File: src/rtl/instr_fetch_unit.sv
// Instruction fetch unit: owns the fetch PC, issues word requests to a combinational
// instruction memory and buffers returned words with their PCs in a prefetch FIFO.
`timescale 1ns/1ps

module instr_fetch_unit #(
  parameter logic [31:0] RESET_PC   = 32'h0000_0000,
  parameter int          FIFO_DEPTH = 4,
  parameter int          MEM_WORDS  = 496,
  parameter logic [31:0] NOP_INSTR  = 32'h0000_0013
) (
  input  logic        clk_i,
  input  logic        rst_i,
  output logic        instr_mem_req_o,
  output logic [31:0] instr_mem_addr_o,
  input  logic [31:0] instr_mem_rd_data_i,
  input  logic        redirect_valid_i,
  input  logic [31:0] redirect_pc_i,
  output logic        fetch_valid_o,
  input  logic        fetch_ready_i,
  output logic [31:0] fetch_instr_o,
  output logic [31:0] fetch_pc_o,
  output logic        fetch_fault_o
);

  localparam int PTR_W = $clog2(FIFO_DEPTH);
  localparam int CNT_W = PTR_W + 1;
  localparam logic [CNT_W-1:0] DEPTH_C = CNT_W'(FIFO_DEPTH);
  localparam logic [31:0] MEM_WORDS_C = 32'(MEM_WORDS);

  typedef enum logic {
    S_RUN,
    S_HALT
  } state_t;

  state_t r_state;
  state_t w_nextState;

  logic [31:0]      r_pc;
  logic [CNT_W-1:0] r_count;
  logic [PTR_W-1:0] r_rdPtr;
  logic [PTR_W-1:0] r_wrPtr;

  logic [31:0] r_memPc    [FIFO_DEPTH];
  logic [31:0] r_memInstr [FIFO_DEPTH];
  logic        r_memFault [FIFO_DEPTH];

  logic [31:0] r_headPc;
  logic [31:0] r_headInstr;
  logic        r_headFault;

  logic             w_pcInRange;
  logic             w_pcAligned;
  logic             w_redirTargetOk;
  logic             w_valid;
  logic             w_pop;
  logic             w_space;
  logic             w_push;
  logic             w_pushFault;
  logic             w_req;
  logic [31:0]      w_pushInstr;
  logic [CNT_W-1:0] w_cntAfterPop;
  logic [PTR_W-1:0] w_rdNext;

  assign w_pcInRange     = ({2'b00, r_pc[31:2]} < MEM_WORDS_C);
  assign w_pcAligned     = (r_pc[1:0] == 2'b00);
  assign w_redirTargetOk = (redirect_pc_i[1:0] == 2'b00) &&
                           ({2'b00, redirect_pc_i[31:2]} < MEM_WORDS_C);

  // Valid is masked during reset so no handshake can complete in a reset cycle;
  // a redirect cancels any pop offered in the same cycle.
  assign w_valid       = (r_count != '0) && !rst_i;
  assign w_pop         = w_valid && fetch_ready_i && !redirect_valid_i;
  assign w_space       = (r_count < DEPTH_C) || w_pop;
  assign w_cntAfterPop = r_count - CNT_W'(w_pop);
  assign w_rdNext      = r_rdPtr + PTR_W'(w_pop);
  assign w_pushInstr   = w_pushFault ? NOP_INSTR : instr_mem_rd_data_i;

  always_ff @(posedge clk_i) begin
    if (rst_i) begin
      r_state <= S_RUN;
    end else begin
      r_state <= w_nextState;
    end
  end

  always_comb begin
    w_nextState = r_state;
    w_push      = 1'b0;
    w_pushFault = 1'b0;
    w_req       = 1'b0;
    case (r_state)
      S_RUN: begin
        if (!redirect_valid_i && w_space) begin
          w_push = 1'b1;
          if (w_pcInRange && w_pcAligned) begin
            w_req = !rst_i;
          end else begin
            w_pushFault = 1'b1;
            w_nextState = S_HALT;
          end
        end
      end
      S_HALT: begin
        w_nextState = S_HALT;
      end
      default: begin
        w_nextState = S_RUN;
      end
    endcase
    // From HALT only a usable target restarts fetching; in RUN a bad target
    // is reported by a fault entry on the following cycle.
    if (redirect_valid_i) begin
      w_nextState = (r_state == S_RUN || w_redirTargetOk) ? S_RUN : S_HALT;
    end
  end

  always_ff @(posedge clk_i) begin
    if (rst_i) begin
      r_pc        <= RESET_PC;
      r_count     <= '0;
      r_rdPtr     <= '0;
      r_wrPtr     <= '0;
      r_headPc    <= '0;
      r_headInstr <= '0;
      r_headFault <= 1'b0;
    end else if (redirect_valid_i) begin
      r_pc    <= redirect_pc_i;
      r_count <= '0;
      r_rdPtr <= '0;
      r_wrPtr <= '0;
    end else begin
      if (w_push) begin
        r_wrPtr <= r_wrPtr + PTR_W'(1);
        if (!w_pushFault) begin
          r_pc <= r_pc + 32'd4;
        end
      end
      r_count <= r_count + CNT_W'(w_push) - CNT_W'(w_pop);
      r_rdPtr <= w_rdNext;
      // Head registers track the entry that sits at the read pointer after this edge.
      if (w_cntAfterPop != '0) begin
        r_headPc    <= r_memPc[w_rdNext];
        r_headInstr <= r_memInstr[w_rdNext];
        r_headFault <= r_memFault[w_rdNext];
      end else if (w_push) begin
        r_headPc    <= r_pc;
        r_headInstr <= w_pushInstr;
        r_headFault <= w_pushFault;
      end
    end
  end

  always_ff @(posedge clk_i) begin
    if (!rst_i && w_push) begin
      r_memPc[r_wrPtr]    <= r_pc;
      r_memInstr[r_wrPtr] <= w_pushInstr;
      r_memFault[r_wrPtr] <= w_pushFault;
    end
  end

  assign instr_mem_req_o  = w_req;
  assign instr_mem_addr_o = r_pc;
  assign fetch_valid_o    = w_valid;
  assign fetch_instr_o    = r_headInstr;
  assign fetch_pc_o       = r_headPc;
  assign fetch_fault_o    = r_headFault;

endmodule

File: config.mk
export PLATFORM = sky130hd
export DESIGN_NAME = instr_fetch_unit
export DESIGN_NICKNAME = d
export VERILOG_FILES = /design/src/rtl/instr_fetch_unit.sv
export SDC_FILE = /design/constraint.sdc
export NUM_CORES = 1
export LEC_CHECK = 0
export CORE_ASPECT_RATIO = 0.7
export CORE_MARGIN = 2
export CORE_UTILIZATION = 40
export DETAILED_ROUTE_END_ITERATION = 12
export GPL_TIMING_DRIVEN = 0
export HOLD_SLACK_MARGIN = 0.05
export PLACE_DENSITY_LB_ADDON = 0.2
export SYNTH_ARGS = -nofsm -noshare
export SYNTH_HDL_FRONTEND = slang
export SYNTH_SLANG_ARGS = --single-unit
File: constraint.sdc
create_clock -name clk_i -period 10.06 [get_ports clk_i]
set_input_delay 1.006 -clock clk_i [delete_from_list [all_inputs] [get_ports clk_i]]
set_output_delay 1.006 -clock clk_i [all_outputs]
set_load 0.02 [all_outputs]
# [Word-level counts from Yosys, hierarchy flattened]
# Memories as Yosys holds them, arrays and structs flattened.
# Cells that the tools add are included.
[totals] ff_bits=105 mem_bits_rw=260 in_bits=68 out_inout_bits=99 elab_cells=66 n_memories=3
[op_classes] addsub=6 magnitude_cmp=3 n_eq_ne=1 mux=23 bitwise=2 n_reduce_logical=20
[memory_table] memory="r_memInstr" words=4 width=32 rd=1 rd_clocked_by_memory_dff=0 wr=1 line_no="44" rtl="logic [31:0] r_memInstr [FIFO_DEPTH];"
[memory_table] memory="r_memPc" words=4 width=32 rd=1 rd_clocked_by_memory_dff=0 wr=1 line_no="43" rtl="logic [31:0] r_memPc [FIFO_DEPTH];"
[memory_table] memory="r_memFault" words=4 width=1 rd=1 rd_clocked_by_memory_dff=0 wr=1 line_no="45" rtl="logic r_memFault [FIFO_DEPTH];"
[ops] operator="$mux 32" n=8
[ops] operator="$lt 30x9->1 const B" n=2
[ops] operator="$add 32x3->32 const B" n=1
[ops] operator="$mux 1" n=14
[ops] operator="$logic_and 1x1->1" n=7
[ops] operator="$reduce_bool 3->1" n=2
[ops] operator="$sub 3x1->3" n=2
[ops] operator="$logic_not 2->1" n=2
[ops] operator="$reduce_and 2->1" n=2
[ops] operator="$reduce_bool 2->1" n=2
[ops] operator="$add 3x1->3" n=1
[ops] operator="$lt 3x3->1 const B" n=1
[ops] operator="$add 2x1->2" n=1
[ops] operator="$add 2x1->2 const B" n=1
[ops] operator="$logic_not 1->1" n=2
[ops] operator="$logic_or 1x1->1" n=2
[ops] operator="$ne 2x2->1 const B" n=1
[ops] operator="$not 1->1" n=2
[ops] operator="$pmux 1 s2" n=1
[ops] operator="$reduce_or 2->1" n=1

# [Longest topological paths before layout]
# Gate-level depths: netlist of the first run.
[depth] ltp_word=11 mapped_depth=12 ltp_nobuf=10

# [Worst setup path before layout of the first run]
# Ideal clock, no wire load.
[synth_timing] kind="input to register" from="input port rst_i" to="memory r_memFault[0] (enable)" setup_ps=430 arrival_time_ps=3547 required_time_ps=9630 path_slack_ps=6083 path_stages=6 path_buffers=2 path_cell_list="buf_2 nand2b_1 a211o_2 buf_6 nor2_1 and2_1"
[synth_between] elab_chain_cells=11
[synth_rtl] item="start: declaration" line_no="12" rtl="input logic rst_i,"
[synth_rtl] item="$logic_not 1->1 *" line_no="71, 154"
[synth_rtl] item="$logic_and 1x1->1" line_no="71" rtl="assign w_valid = (r_count != '0) && !rst_i;"
[synth_rtl] item="$logic_and 1x1->1 (2 in a row)" line_no="72" rtl="assign w_pop = w_valid && fetch_ready_i && !redirect_valid_i;"
[synth_rtl] item="$logic_or 1x1->1" line_no="73" rtl="assign w_space = (r_count < DEPTH_C) || w_pop;"
[synth_rtl] item="$logic_and 1x1->1" line_no="93" rtl="if (!redirect_valid_i && w_space) begin"
[synth_rtl] item="$mux 1" line_no="93"
[synth_rtl] item="$mux 1" line_no="91" rtl="case (r_state)"
[synth_rtl] item="$logic_and 1x1->1 *" line_no="154" rtl="if (!rst_i && w_push) begin"
[synth_rtl] item="$mux 1 *" line_no="154"
[synth_rtl] item="$mux 1 (implied by the code) *" line_no="157" rtl="r_memFault[r_wrPtr] <= w_pushFault;"
[synth_rtl] item="end: declaration" line_no="45"
# Mark *: on every way between the ends. The rest lies on a longest branch, timed or not.

# [Worst setup path in the final report of the first run]
[layout_timing] from="input port fetch_ready_i" to="output port instr_mem_req_o"
[layout_between] elab_chain_cells=6
[layout_rtl] item="start: declaration" line_no="19" rtl="input logic fetch_ready_i,"
[layout_rtl] item="$logic_and 1x1->1 (2 in a row)" line_no="72"
[layout_rtl] item="$logic_or 1x1->1" line_no="73"
[layout_rtl] item="$logic_and 1x1->1" line_no="93"
[layout_rtl] item="$mux 1" line_no="93"
[layout_rtl] item="$mux 1" line_no="91"
[layout_rtl] item="end: declaration" line_no="13" rtl="output logic instr_mem_req_o,"
# No other way between the ends.

==> impl_metrics.yaml, run 1 <==
setup_path:
  cp_cell_sequence: "clkdlybuf4s50_1 > nand2b_1 > a211o_2 > buf_6 > nor4_1 > clkdlybuf4s50_1"
  crit_slowest_cell: "clkdlybuf4s50_1"
  cp-start-kind: "input pin"
  reg2reg_depth: 11
  cp.required_ns: 9.05
  crit_start: "fetch_ready_i"
  crit_top_cell: "clkdlybuf4s50_1"
  end_kind: "primary output"
  criticalPathCategory: "input pin to primary output"
  crit_family: "buffers and inverters"
  r2r_slack_ns: 6.61
  reg2reg_from: "r_count[1]"
  crit_buf_inv: 3
  r2r-end: "fetch_instr_o[4]"
  cp.depth: 6
  cp_data_arrival_time_ns: 3.38
  slowest_delay_ns: 0.75
  cp_max_fo: 10
  crit_end: "instr_mem_req_o"
power_and_ir_drop:
  ir_worst_vdd_uv: 80.81
  power.leakage_nw: 6.023
  p_per_area_nw_per_um2: 187.5
synth:
  yosysSeqAreaShare: 0.6728
  synthSimpleGateAreaFrac: 0.07816
  avgSynthCellArea_um2: 15.23
  ys.warnings.count: 0
  syn_area_um2: 14730
  synth_top_family_by_area: "multiplexers"
  syn_inst: 967
  synthTopCellsByArea: "edfxtp_1 (53%), dfxtp_1 (14%), mux4_2 (6.1%)"
  synth.top_cell.area_share: 0.5301
  ys.flop_type: "edfxtp_1"
  synth_most_common_cell: "edfxtp_1"
  synth_compound_area_frac: 0.08300
  synth_top_cells_by_count: "edfxtp_1 (260), dfxtp_1 (105), nor2_1 (96)"
  syn-num-nets: 1045
  synth_cell_types: 59
  async_flop_share: 0
  synthMuxAreaShare: 0.1159
  synth_edf_count: 260
  yosysTopAreaCell: "edfxtp_1"
  synth_fa_ha_area_frac: 0.009005
  synth_xor_area_frac: 0.005947
  ys_seq_elements: 365
clocking:
  numClockSinks: 365
  root_buffer: "clkbuf_16"
  ctsResizeCount: 0
  htreeDepth: 2
  cts_hold_buf: 0
  post_cts_buffers: 0
  cts_buffer_depth: 3
  worst_skew_pair.late_latency_ns: 0.52
  clk_pin_slew_worst_paths_ns: 0.06
  cts_buffers: 37
  cts_tree: "built"
timing:
  setup-tns-final_ns: 0
  hold_violations: 0
  slew_violations: 0
  min_period_over_period: 0.4357
  clock.fmax_mhz: 228.2
  skew_ns: 0.01279
  relSlewSlack: 0.2666
  max_slew.worst_pin.slew_ns: 1.098
  grt_setup_unrepaired: "no"
  min_period_ns: 4.383
  setup_viol: 0
die:
  die_width_um: 233.3
  start_util: 0.4083
  die_y_um: 164.5
  num_rows: 58
  fp.dieArea_um2: 38390
  core_area_um2: 36070
  pin_count: 167
global_route:
  antenna_found_initial: 1
  grt_pass1_vias: 9036
  grtUsageTotal: 0.1995
  grt_pass1_wl_mm: 56.69
  grt_max_degree: 54
  grt-ovfl-total: 0
route:
  via_per_inst: 5.399
  wire_per_inst_um: 22.61
  antenna_left: 0
  dr.pass1.iters: 4
  drc: 0
  drt-total-wl_mm: 37.99
  vias: 9070
  dr.first_iter.drc_count: 672
place:
  dp.cells: 1615
  io_buffers: 164
  gp_congestion: 0.7443
  place_hpwl_mm: 25.17
run:
  drv_cap: 0
layout:
  diodes: 0
  area_growth_pct: 23.62
  final_cells: 1680
  drive_above_1_share: 0.1567
  nFillCells: 3029
  nets: 1252
hold_path:
  hold_depth: 2
  hp-class: "flip-flop to flip-flop"
run_status:
  status: "finished, final reports clean"
## layout make-up
type                    instances  area (um^2)  share of cell area
inverters                      14        52.55            0.002886
clock inverters                12        86.33            0.004742
multi-input cells             522         4310              0.2368
plain buffers                  66        465.4             0.02557
flip-flops and latches        365         9910              0.5443
well taps                     480        600.6             0.03299
repair buffers                168         1744             0.09580
clock buffers                  53         1037             0.05697
## layer usage
metal,GRT usage,part of all wire,up-vias
li1,-,-,4148
met4,0.05790,0.023,2
met1,0.2977,0.48,4610
met3,0.04541,0.062,62
met2,0.2904,0.43,248
met5,0,0.00042,-
## worst min path at each step
stage / start / endpoint / slack (ns)
6_report: r_state / r_state / 0.47
5_1_grt: r_state / r_state / 0.48
4_1_cts: r_state / r_state / 0.47
3_5_place_dp: fetch_instr_o[15] / fetch_instr_o[15] / 0.45
3_3_place_gp: r_state / r_state / 0.45
2_1_floorplan: r_state / r_state / 0.43
## cells in the final DEF, fill, tap and decap left out, types with 4 or more instances in the layout
master and n:
mux2_2 4, clkinv_1 4, clkbuf_1 40, nand3_1 26, xnor2_1 8, nand2_1 33, nor2_1 96, inv_1 14
a21oi_1 38, nand2b_1 4, mux4_2 40, nor4_1 13, ha_1 9, a211oi_2 18, nand4_1 4, clkinv_2 5
dfxtp_1 105, buf_2 16, clkbuf_16 38, and2_4 4, clkbuf_8 16, edfxtp_1 260, mux2i_1 76, nor3_1 4
clkdlybuf4s50_1 164, a211oi_1 45, o221a_2 22, o2bb2ai_1 6, and2_1 30
## sequential cells by signal (all words and copies together) (netlist names)
| signal | cells |
|---|---|
| r_memInstr | 128 |
| r_memPc | 128 |
| fetch_instr_o | 32 |
| fetch_pc_o | 32 |
| instr_mem_addr_o | 32 |
| r_memFault | 4 |
| r_count | 3 |
| r_rdPtr | 2 |
| r_wrPtr | 2 |
| fetch_fault_o | 1 |
| r_state | 1 |
## power by group
group	internal, mW	total (mW)	leakage [nW]	switching, mW
sequential	1.67	1.71	3.24	0.0432
combinational	0.175	0.397	2.23	0.222
clock	0.744	1.31	0.549	0.562
## metrics by stage
step	hold WS (ns)	total power, mW	setup slack, ns	utilization	area, um^2
6_report	0.4738	3.413	5.677	0.5048	18210
5_1_grt	0.4782	3.527	5.540	0.5048	18210
4_1_cts	0.4712	3.441	5.668	0.5048	18210
3_5_place_dp	0.4495	2.141	5.468	0.4736	17080
3_3_place_gp	0.4459	2.135	4.348	0.4705	16970
2_1_floorplan	0.4284	1.954	6.083	-	14730
## logic make-up after synthesis
group,count (synthesis)
xor+xnor,10
compound gates,149
buf+inv,80
fa+ha+maj,10
simple gates,233
flops,365
mux,120
## worst register-to-register path, delay by kind of cell (launching register included)
family	cells	cell delay, ns
xor+xnor	1	0.21
simple gates	4	0.65
fa+ha+maj	1	0.20
buf+inv	2	0.67
flops	1	0.37
compound gates	3	1.26
Power figures use the tool's default switching activity.
==> run 2, diff against run 1 <==
clock period = 3.6 ns   (was 10.06 ns; I/O delays follow)
==> impl_metrics.yaml, run 2 (synthesis results as in run 1) <==
route:
  antenna_left: 0
  via_per_inst: 5.404
  wire_per_inst_um: 22.64
  drt-total-wl_mm: 38.03
  dr.pass1.iters: 5
  vias: 9079
  drc: 0
  dr.first_iter.drc_count: 774
global_route:
  grt_pass1_vias: 9036
  grt_pass1_wl_mm: 56.69
  grtUsageTotal: 0.1995
  grt_max_degree: 54
  antenna_found_initial: 1
  grt-ovfl-total: 0
setup_path:
  r2r_slack_ns: 0.39
  end_kind: "primary output"
  cp.required_ns: 3.24
  criticalPathCategory: "flip-flop to primary output"
  r2r-end: "fetch_instr_o[9]"
  reg2reg_from: "r_count[1]"
  reg2reg_depth: 9
  cp_data_arrival_time_ns: 3.01
  cp_max_fo: 9
  cp-start-kind: "flip-flop"
die:
  core_area_um2: 36070
  die_y_um: 164.5
  fp.dieArea_um2: 38390
  pin_count: 167
  start_util: 0.4083
  num_rows: 58
  die_width_um: 233.3
place:
  dp.cells: 1615
  gp_congestion: 0.7443
  place_hpwl_mm: 25.17
  io_buffers: 164
layout:
  seq_area_um2: 9910
  nFillCells: 3025
  diodes: 0
  multiInputGateArea_um2: 4320
  drive_above_1_share: 0.1583
  layout_common_cells: "edfxtp_1 (260), clkdlybuf4s50_1 (164), dfxtp_1 (105)"
  fin_util: 0.5051
  final_cells: 1680
  area_growth_pct: 23.69
  nets: 1252
  top_regs: "r_memInstr (128), r_memPc (128)"
  layout_commonest_cell: "edfxtp_1"
clocking:
  numClockSinks: 365
  cts_buffers: 37
  clk_pin_slew_worst_paths_ns: 0.06
  cts_hold_buf: 0
  cts_buffer_depth: 3
  ctsResizeCount: 0
  root_buffer: "clkbuf_16"
  cts_tree: "built"
  htreeDepth: 2
  post_cts_buffers: 0
  worst_skew_pair.late_latency_ns: 0.52
timing:
  max_slew.worst_pin.slew_ns: 0.9741
  grt_setup_unrepaired: "no"
  hold_violations: 0
  skew_ns: 0.01417
  slew_violations: 0
  setup_viol: 0
  setup-tns-final_ns: 0
  min_period_ns: 3.374
  clock.fmax_mhz: 296.4
  min_period_over_period: 0.9371
  relSlewSlack: 0.3506
hold_path:
  hold_depth: 3
  hp-class: "input pin to flip-flop"
  hold_path_startpoint: "redirect_valid_i"
  whs_endpoint: "instr_mem_addr_o[5]"
run_status:
  status: "finished, final reports clean"
power_and_ir_drop:
  power.leakage_nw: 6.024
  p_per_area_nw_per_um2: 523.5
  ir_worst_vdd_uv: 225.2
run:
  drv_cap: 0
## run 2: cell counts in the layout (fill, tap and decap cells not counted)
Identical to the previous run, type by type.
## run 2: stage by stage
stage               cell area, um^2  total power [mW]  setup WS, ns  hold slack (ns)
floorplan                     14730             5.459        0.2686           0.4284
global placement              16970             5.967        -1.466           0.4459
detailed placement            17080             5.983       -0.3457           0.4495
CTS                           18210             9.617        0.1059           0.2292
global route                  18220             9.857       0.04627           0.2675
finish                        18220             9.537        0.2264           0.2540
## run 2: layout make-up
| type | instances | share of cell area |
|---|---|---|
| Buffer | 66 | 0.02555 |
| Clock buffer | 53 | 0.05694 |
| Clock inverter | 12 | 0.004739 |
| Inverter | 14 | 0.002885 |
| Multi-Input combinational cell | 522 | 0.2372 |
| Sequential cell | 365 | 0.5440 |
| Tap cell | 480 | 0.03297 |
| Timing Repair Buffer | 168 | 0.09575 |
## run 2: layer usage
layer,up-vias,wire (um),GRT usage
met1,4593,18140,0.2977
li1,4141,-,-
met3,61,2552,0.04541
met4,2,874,0.05790
met2,282,16450,0.2904
met5,-,16,0
## run 2: how the worst max path moves through the flow
| stage | from | end | slack [ns] | cells past startpoint |
|---|---|---|---|---|
| 2_1_floorplan | rst_i | r_memFault[0] | 0.27 | 6 |
| 3_3_place_gp | fetch_ready_i | r_memInstr[3][11] | -1.47 | 6 |
| 3_5_place_dp | redirect_valid_i | fetch_instr_o[4] | -0.35 | 12 |
| 4_1_cts | instr_mem_addr_o[17] | instr_mem_req_o | 0.11 | 4 |
| 5_1_grt | instr_mem_addr_o[23] | instr_mem_req_o | 0.05 | 4 |
| 6_report | instr_mem_addr_o[17] | instr_mem_req_o | 0.23 | 4 |
## run 2: power breakdown
group          total, mW  internal (mW)  switching, mW
Combinational       1.11          0.489          0.620
Sequential          4.78           4.66          0.121
Clock               3.65           2.08           1.57
## run 2: worst max-delay path, stage by stage, from the launching register on
cell	delay (ns)
dfxtp_1	0.40
nor4_1	0.42
nand4_2	0.47
nor4_2	0.47
clkdlybuf4s50_1	0.73
